`src/rtl/regfile_pkg.sv`:
```
// regfile_pkg
// Shared constants for the register file with integrated busy-bit scoreboard.
// Holds the default data/address widths, the hardwired zero-register address
// and the upper bound on the number of read ports.
package regfile_pkg;
    localparam int DEF_WIDTH      = 32;
    localparam int DEF_ADDR_WIDTH = 5;
    localparam int ZERO_REG       = 0;
    localparam int MAX_NUM_READ   = 4;
endpackage

```
`src/rtl/reg_scoreboard.sv`:
```
// reg_scoreboard
// One busy bit per architectural register. Issue sets the bit for its
// destination, writeback clears it; when both target the same register in
// one cycle the newer reservation (issue) wins. Register 0 never goes busy.
// Ports:
//   clock    - rising-edge clock
//   clear    - synchronous active-high reset, clears every busy bit
//   iss_en   - issue reserves iss_addr
//   iss_addr - destination being reserved
//   wr_en    - writeback releases wr_addr
//   wr_addr  - destination being released
//   busy_vec - current busy bits, bit 0 tied low
module reg_scoreboard
    import regfile_pkg::*;
#(
    parameter int ADDR_WIDTH = DEF_ADDR_WIDTH,
    parameter int DEPTH      = 2**ADDR_WIDTH
) (
    input  logic                  clock,
    input  logic                  clear,
    input  logic                  iss_en,
    input  logic [ADDR_WIDTH-1:0] iss_addr,
    input  logic                  wr_en,
    input  logic [ADDR_WIDTH-1:0] wr_addr,
    output logic [DEPTH-1:0]      busy_vec
);

    assign busy_vec[ZERO_REG] = 1'b0;

    generate
        for (genvar gi = 1; gi < DEPTH; gi++) begin : g_busy
            logic r_busy;
            logic w_set;
            logic w_clr;

            assign w_set = iss_en && (iss_addr == ADDR_WIDTH'(gi));
            assign w_clr = wr_en  && (wr_addr  == ADDR_WIDTH'(gi));

            // Set takes priority over clear: a same-cycle reissue is the
            // newer reservation and must stay pending.
            always_ff @(posedge clock) begin
                if (clear) begin
                    r_busy <= 1'b0;
                end else if (w_set) begin
                    r_busy <= 1'b1;
                end else if (w_clr) begin
                    r_busy <= 1'b0;
                end
            end

            assign busy_vec[gi] = r_busy;
        end
    endgenerate

endmodule

```
`src/rtl/regfile_scoreboard.sv`:
```
// regfile_scoreboard
// Register file with NUM_READ combinational read ports, one write port,
// hardwired-zero register 0 and an integrated busy-bit scoreboard for
// read-after-write hazard detection.
// Optional build macro: REGFILE_BYPASS_EN -- when defined, a read that hits
// the register being written this cycle returns wr_data and reports not busy.
// Ports:
//   clock, clear         - clock and synchronous active-high reset
//   wr_en/wr_addr/wr_data - writeback port (also releases busy bit)
//   iss_en/iss_addr      - destination reservation from issue
//   rd_addr              - packed read addresses, port k at [k*ADDR_WIDTH +: ADDR_WIDTH]
//   rd_data              - packed read data, port k at [k*WIDTH +: WIDTH]
//   rd_busy              - per-port hazard flag
//   busy_vec, any_busy   - raw scoreboard bits and their OR
module regfile_scoreboard
    import regfile_pkg::*;
#(
    parameter int WIDTH      = DEF_WIDTH,
    parameter int ADDR_WIDTH = DEF_ADDR_WIDTH,
    parameter int NUM_READ   = 2,
    parameter int DEPTH      = 2**ADDR_WIDTH
) (
    input  logic                           clock,
    input  logic                           clear,
    input  logic                           wr_en,
    input  logic [ADDR_WIDTH-1:0]          wr_addr,
    input  logic [WIDTH-1:0]               wr_data,
    input  logic                           iss_en,
    input  logic [ADDR_WIDTH-1:0]          iss_addr,
    input  logic [NUM_READ*ADDR_WIDTH-1:0] rd_addr,
    output logic [NUM_READ*WIDTH-1:0]      rd_data,
    output logic [NUM_READ-1:0]            rd_busy,
    output logic [DEPTH-1:0]               busy_vec,
    output logic                           any_busy
);

    logic [WIDTH-1:0] r_regs [DEPTH];
    logic             w_wr_valid;

    assign w_wr_valid = wr_en && (wr_addr != ADDR_WIDTH'(ZERO_REG));

    // Storage is cleared by reset, so it stays in fabric registers rather
    // than block RAM; reads must also be asynchronous for 0-cycle latency.
    always_ff @(posedge clock) begin
        if (clear) begin
            for (int i = 0; i < DEPTH; i++) begin
                r_regs[i] <= '0;
            end
        end else if (w_wr_valid) begin
            r_regs[wr_addr] <= wr_data;
        end
    end

    reg_scoreboard #(
        .ADDR_WIDTH (ADDR_WIDTH),
        .DEPTH      (DEPTH)
    ) u_scoreboard (
        .clock    (clock),
        .clear    (clear),
        .iss_en   (iss_en),
        .iss_addr (iss_addr),
        .wr_en    (wr_en),
        .wr_addr  (wr_addr),
        .busy_vec (busy_vec)
    );

    assign any_busy = |busy_vec;

    generate
        for (genvar gi = 0; gi < NUM_READ; gi++) begin : g_rd
            logic [ADDR_WIDTH-1:0] w_addr;
            logic                  w_is_zero;

            assign w_addr    = rd_addr[gi*ADDR_WIDTH +: ADDR_WIDTH];
            assign w_is_zero = (w_addr == ADDR_WIDTH'(ZERO_REG));

`ifdef REGFILE_BYPASS_EN
            logic w_hit;
            // Write-before-read: the in-flight writeback value is visible
            // now and its destination is no longer a hazard.
            assign w_hit = w_wr_valid && (w_addr == wr_addr);
            assign rd_data[gi*WIDTH +: WIDTH] = w_is_zero ? '0      :
                                                w_hit     ? wr_data :
                                                            r_regs[w_addr];
            assign rd_busy[gi] = !w_is_zero && !w_hit && busy_vec[w_addr];
`else
            assign rd_data[gi*WIDTH +: WIDTH] = w_is_zero ? '0 : r_regs[w_addr];
            assign rd_busy[gi] = !w_is_zero && busy_vec[w_addr];
`endif
        end
    endgenerate

endmodule

```
`config.mk`:
```
export PLATFORM = sky130hd
export DESIGN_NAME = regfile_scoreboard
export DESIGN_NICKNAME = d
export VERILOG_FILES = /design/src/rtl/regfile_pkg.sv /design/src/rtl/reg_scoreboard.sv /design/src/rtl/regfile_scoreboard.sv
export SDC_FILE = /design/constraint.sdc
export NUM_CORES = 2
export LEC_CHECK = 0
export CAP_MARGIN = 10
export CORE_UTILIZATION = 59
export CTS_CLUSTER_DIAMETER = 120
export DETAILED_ROUTE_END_ITERATION = 7
export HOLD_SLACK_MARGIN = 0.15
export MAX_ROUTING_LAYER = met4
export PLACE_DENSITY = 0.76
export SLEW_MARGIN = 20
export SYNTH_ARGS = -nofsm -noshare
export SYNTH_HDL_FRONTEND = slang
export SYNTH_HIERARCHICAL = 1
export SYNTH_SLANG_ARGS = --single-unit
```
`constraint.sdc`:
```
create_clock -name clock -period 3 [get_ports clock]
set_input_delay 0.45 -clock clock [delete_from_list [all_inputs] [get_ports clock]]
set_output_delay 0.45 -clock clock [all_outputs]
set_load 0.05 [all_outputs]
```
# Word level (Yosys, flattened, before mapping)

Memories as Yosys holds them, arrays and structs flattened.
Cells that the tools add are included.

Word-level logic and storage cells: 275
Register bits after elaboration: 31
Memories: 1
Bits in writable memories: 1,024

Memory list:

| memory | words | width | read ports | clocked after memory_dff | write ports | RTL line                 | text |
|---|---|---|---|---|---|---|---|
| r_regs | 32    | 32    | 2          | 0                        | 32          | regfile_scoreboard.sv:37 | `logic [WIDTH-1:0] r_regs [DEPTH];` |

Magnitude comparators: 2
Muxes and demuxes: 76
Reductions and logical operators: 103
Equal/unequal tests: 62

Operators by type and width:

| operator             | number |
|---|---|
| $eq A5 B5 Y1 const B | 32 |
| $mux W32             | 3 |
| $eq A5 B4 Y1 const B | 16 |
| $mux W1              | 70 |
| $logic_and A1 B1 Y1  | 65 |
| $reduce_bool A2 Y1   | 31 |
| $eq A5 B3 Y1 const B | 8 |
| $reduce_or A32 Y1    | 1 |
| $reduce_or A31 Y1    | 1 |
| $eq A5 B2 Y1 const B | 4 |
| $lt A5 B6 Y1 const B | 2 |
| $bmux W1 S5          | 2 |
| $eq A5 B1 Y1 const B | 2 |
| $logic_not A5 Y1     | 2 |
| $mux W5              | 1 |
| $reduce_bool A5 Y1   | 1 |
| $logic_not A1 Y1     | 2 |

# Longest topological paths before layout

Word-level depth: 7
Gate-level depth with buffers: 9
Mapped depth without buffers: 4

# Hierarchy

Netlist, hierarchy kept.

Modules (own cells, without submodules):

| module             | cells an instance | area an instance (sq um) | times used | sequential area each (sq um) |
|---|---|---|---|---|
| regfile_scoreboard | 3,695             | 55,025.3                 | 1          | 30,749.5 |
| reg_scoreboard     | 193               | 1,615.3                  | 1          | 620.6 |

# Worst setup path after synthesis

Ideal clock, no wire load.

Path type: input to output
From: input rd_addr[1]
To: output rd_data[5]
Required time: 2.550 ns
Path buffers: 5
Setup slack: -0.529 ns
Stages on the path: 9
Arrival time: 3.079 ns
Path through: buf_2 -> buf_6 -> buf_4 -> and2_1 -> clkbuf_1 -> clkbuf_1 -> a22oi_1 -> a21oi_1 -> nor4_1

Word-level cells in the longest chain between the ends: 2

Ends and longest elaborated chain:

| what                                                       | RTL line                 | text |
|---|---|---|
| from (decl)                                                | regfile_scoreboard.sv:30 | `input logic [NUM_READ*ADDR_WIDTH-1:0] rd_addr,` |
| $mem_v2 Z32 W32 / $logic_not A5 Y1 (equally long branches) | --                       |  |
| $mux W32 *                                                 | regfile_scoreboard.sv:87 | `assign rd_data[gi*WIDTH +: WIDTH] = w_is_zero ? '0 : r_regs[w_addr];` |
| to (decl)                                                  | regfile_scoreboard.sv:31 | `output logic [NUM_READ*WIDTH-1:0] rd_data,` |

Mark *: on every way between the ends. The rest lies on a longest branch, timed or not.

==> flow_summary.toml <==
[run_status]
status = "finished, violations left"
violations = "negative setup slack"

[die]
io_pins = 155
core_um2 = 95000
initial_utilization_pct = 59.6
die-area_um2 = 97200
fp.dieH_um = 312
rows = 113
dieWidth_um = 312

[cells_and_area]
final_common_cell = "edfxtp_1"
num-nets-final = 4369
syn_to_final_growth_pct = 22.7
most-common-layout-cells = "1024 x edfxtp_1, 1007 x and2_1, 429 x buf_4"
multiInputGateArea_um2 = 25100
drive_above_1_share_pct = 34.2
fin_area_um2 = 69500
fill_cells = 5741
seq_area_um2 = 31400

[setup_path]
arrival_ns = 2.75
worst_setup_path_start_kind = "flip-flop"
cp_max_fo = 2
critPathCaptureType = "output port"
required_ns = 2.55
critical_path_class = "flip-flop to output port"

[sta]
hold_ws_ns = 0.206
finalCritPeriodShare_pct = 107
min_period_ns = 3.20
relSlewSlack_pct = 24.6
worst_slew_pin_slew_ns = 1.13
fin_skew_ns = 0
finalSetupViolations = 25
fin_ws_ns = -0.196
final_max_slew_viol_count = 0
rsz0062_at_grt = "true"
fmax_ghz = 0.313
hold_viol_final = 0

[synth]
synth-edff-count = 1024
synthCells = 3888
synthTopCellsByArea = "edfxtp_1 54%, mux4_2 17%, and2_1 11%, mux2i_1 4.5%, clkbuf_1 1.9%"
synth.avg_cell_area_um2 = 14.6
synth-seq-cells = 1055
synth_async_sr_flop_share_pct = 0
yosysTopAreaCellShare_pct = 54.3
yosysTopAreaCell = "edfxtp_1"
synth_area_um2 = 56600
synth_flop_cell = "edfxtp_1"
ys_seq_area_share_pct = 55.4
synth_cell_types = 48
ys_warn_count = 6

[cts]
cts_buffer_depth = 3
cts_tree = "built"
clockRootBuffer = "clkbuf_16"
clkLatencyLatePin_ns = 0.69
clk_pin_slew_ns = 0.06
hold_buffers = 0
htreeDepth = 3
cts_buffers = 109
clkSinkCount = 1055

[grt]
grt.overflow.total = 0
antenna_found_initial = 8
first_global_vias = 39600
grt_pass1_wl_um = 269000
grt_max_degree = 74
use_met3_pct = 8.38
grt_use_total_pct = 39.9
met1_usage_pct = 50.3
use_met2_pct = 60.4
grt_most_used_layer = "met2"

[job]
max-cap-violations = 0

[routing]
first_iter_violations = 6437
routed_wl_um = 190000
avgViaCountPerCell = 7.03
dr_total_vias = 39900
first_pass_iters = 7
drtAntennaViolNets = 0
drc_errors = 0
wl_per_cell_um = 33.5

[power]
power_density_nw_per_um2 = 534
vdd_drop_max_mv = 0.498
leakagePower_nw = 25.1
power_w = 0.0371

[hold_path]
hp-class = "primary input to flip-flop"

[placed_design]
place_area_um2 = 63600
io_buffers = 153
pre_cts_ws_ns = -0.451
gp_congestion = 0.956
hpwl_um = 120000
## routing by layer
layer	vias to the layer above	wire length (µm)
li1	15800	-
met1	19900	64300
met2	3428	88700
met3	702	24300
met4	0	12900
met5	-	0
## final cells by class
| cell class | instances | area share [%] |
|---|---|---|
| Timing Repair Buffer | 721 | 11.4 |
| Tap cell | 1265 | 2.28 |
| Sequential cell | 1055 | 45.1 |
| Antenna cell | 5 | 0.0180 |
| Clock inverter | 65 | 0.845 |
| Inverter | 1 | 0.00540 |
| Multi-Input combinational cell | 2425 | 36.1 |
| Clock buffer | 137 | 4.17 |
## per-stage QoR
step / TNS, ns / util [%] / std cells
floorplan: 0 / - / 3919
global placement: -5.51 / 66.9 / 5366
detailed placement: -5.60 / 66.9 / 5366
CTS: -2.88 / 72.2 / 5601
global route: -4.03 / 73.1 / 5673
finish: -2.78 / 73.1 / 5674
## final timing paths
check                                                endpoint  slack (ns)                                        start  depth (start not counted)
setup / recovery                                  rd_data[20]       -0.20                 r_regs[22][20]$_SDFFCE_PN0P_                          5
hold / removal                     r_regs[0][2]$_SDFFCE_PN0P_        0.21                                        clear                          1
setup reg to reg  u_scoreboard/g_busy[25].r_busy$_SDFFE_PP0P_        2.07  u_scoreboard/g_busy[25].r_busy$_SDFFE_PP0P_                          3
hold reg to reg    u_scoreboard/g_busy[2].r_busy$_SDFFE_PP0P_        0.66   u_scoreboard/g_busy[2].r_busy$_SDFFE_PP0P_                          3
## cell families after synthesis
group                  Yosys count  synth area share [%]
multiplexers                   716                  22.1
AND/OR/NAND/NOR               1287                  14.0
other                            2                0.0133
AO/OA/AOI/OAI                  389                  4.90
flip-flops                    1055                  55.4
buffers and inverters          439                  3.58
## critical path, stage by stage, from the launching register on
cell and delay (ns):
edfxtp_1 0.43, mux4_2 0.53, mux4_2 0.55, o22ai_2 0.25
nor3_2 0.12, buf_12 0.16
## power by group
group          internal (W)  switching (W)  leakage, nW
combinational       0.00281        0.00341         13.4
clock               0.00767        0.00576         1.69
sequential           0.0170       0.000468         10.0
## synth_stat cells, types with 38 or more instances
cell type / count
a211oi_1: 40
a21oi_1: 38
a22o_1: 53
a22oi_1: 69
and2_1: 1009
buf_2: 60
buf_4: 55
clkbuf_1: 293
edfxtp_1: 1024
mux2i_1: 256
mux4_2: 424
nor2_1: 39
nor2b_1: 68
nor3_1: 46
o22ai_1: 46
## sequential cells by signal, indices dropped and copies added, names as in the netlist
register and count:
r_regs 1024, u_scoreboard/g_busy.r_busy 31
## repair_timing
action	4_1_cts	5_1_grt
setup buffers	36	67
pin swaps	71	23
gates resized for setup	215	59
gates cloned	5	3
setup endpoints to repair	66	63
Power figures use the tool's default switching activity.
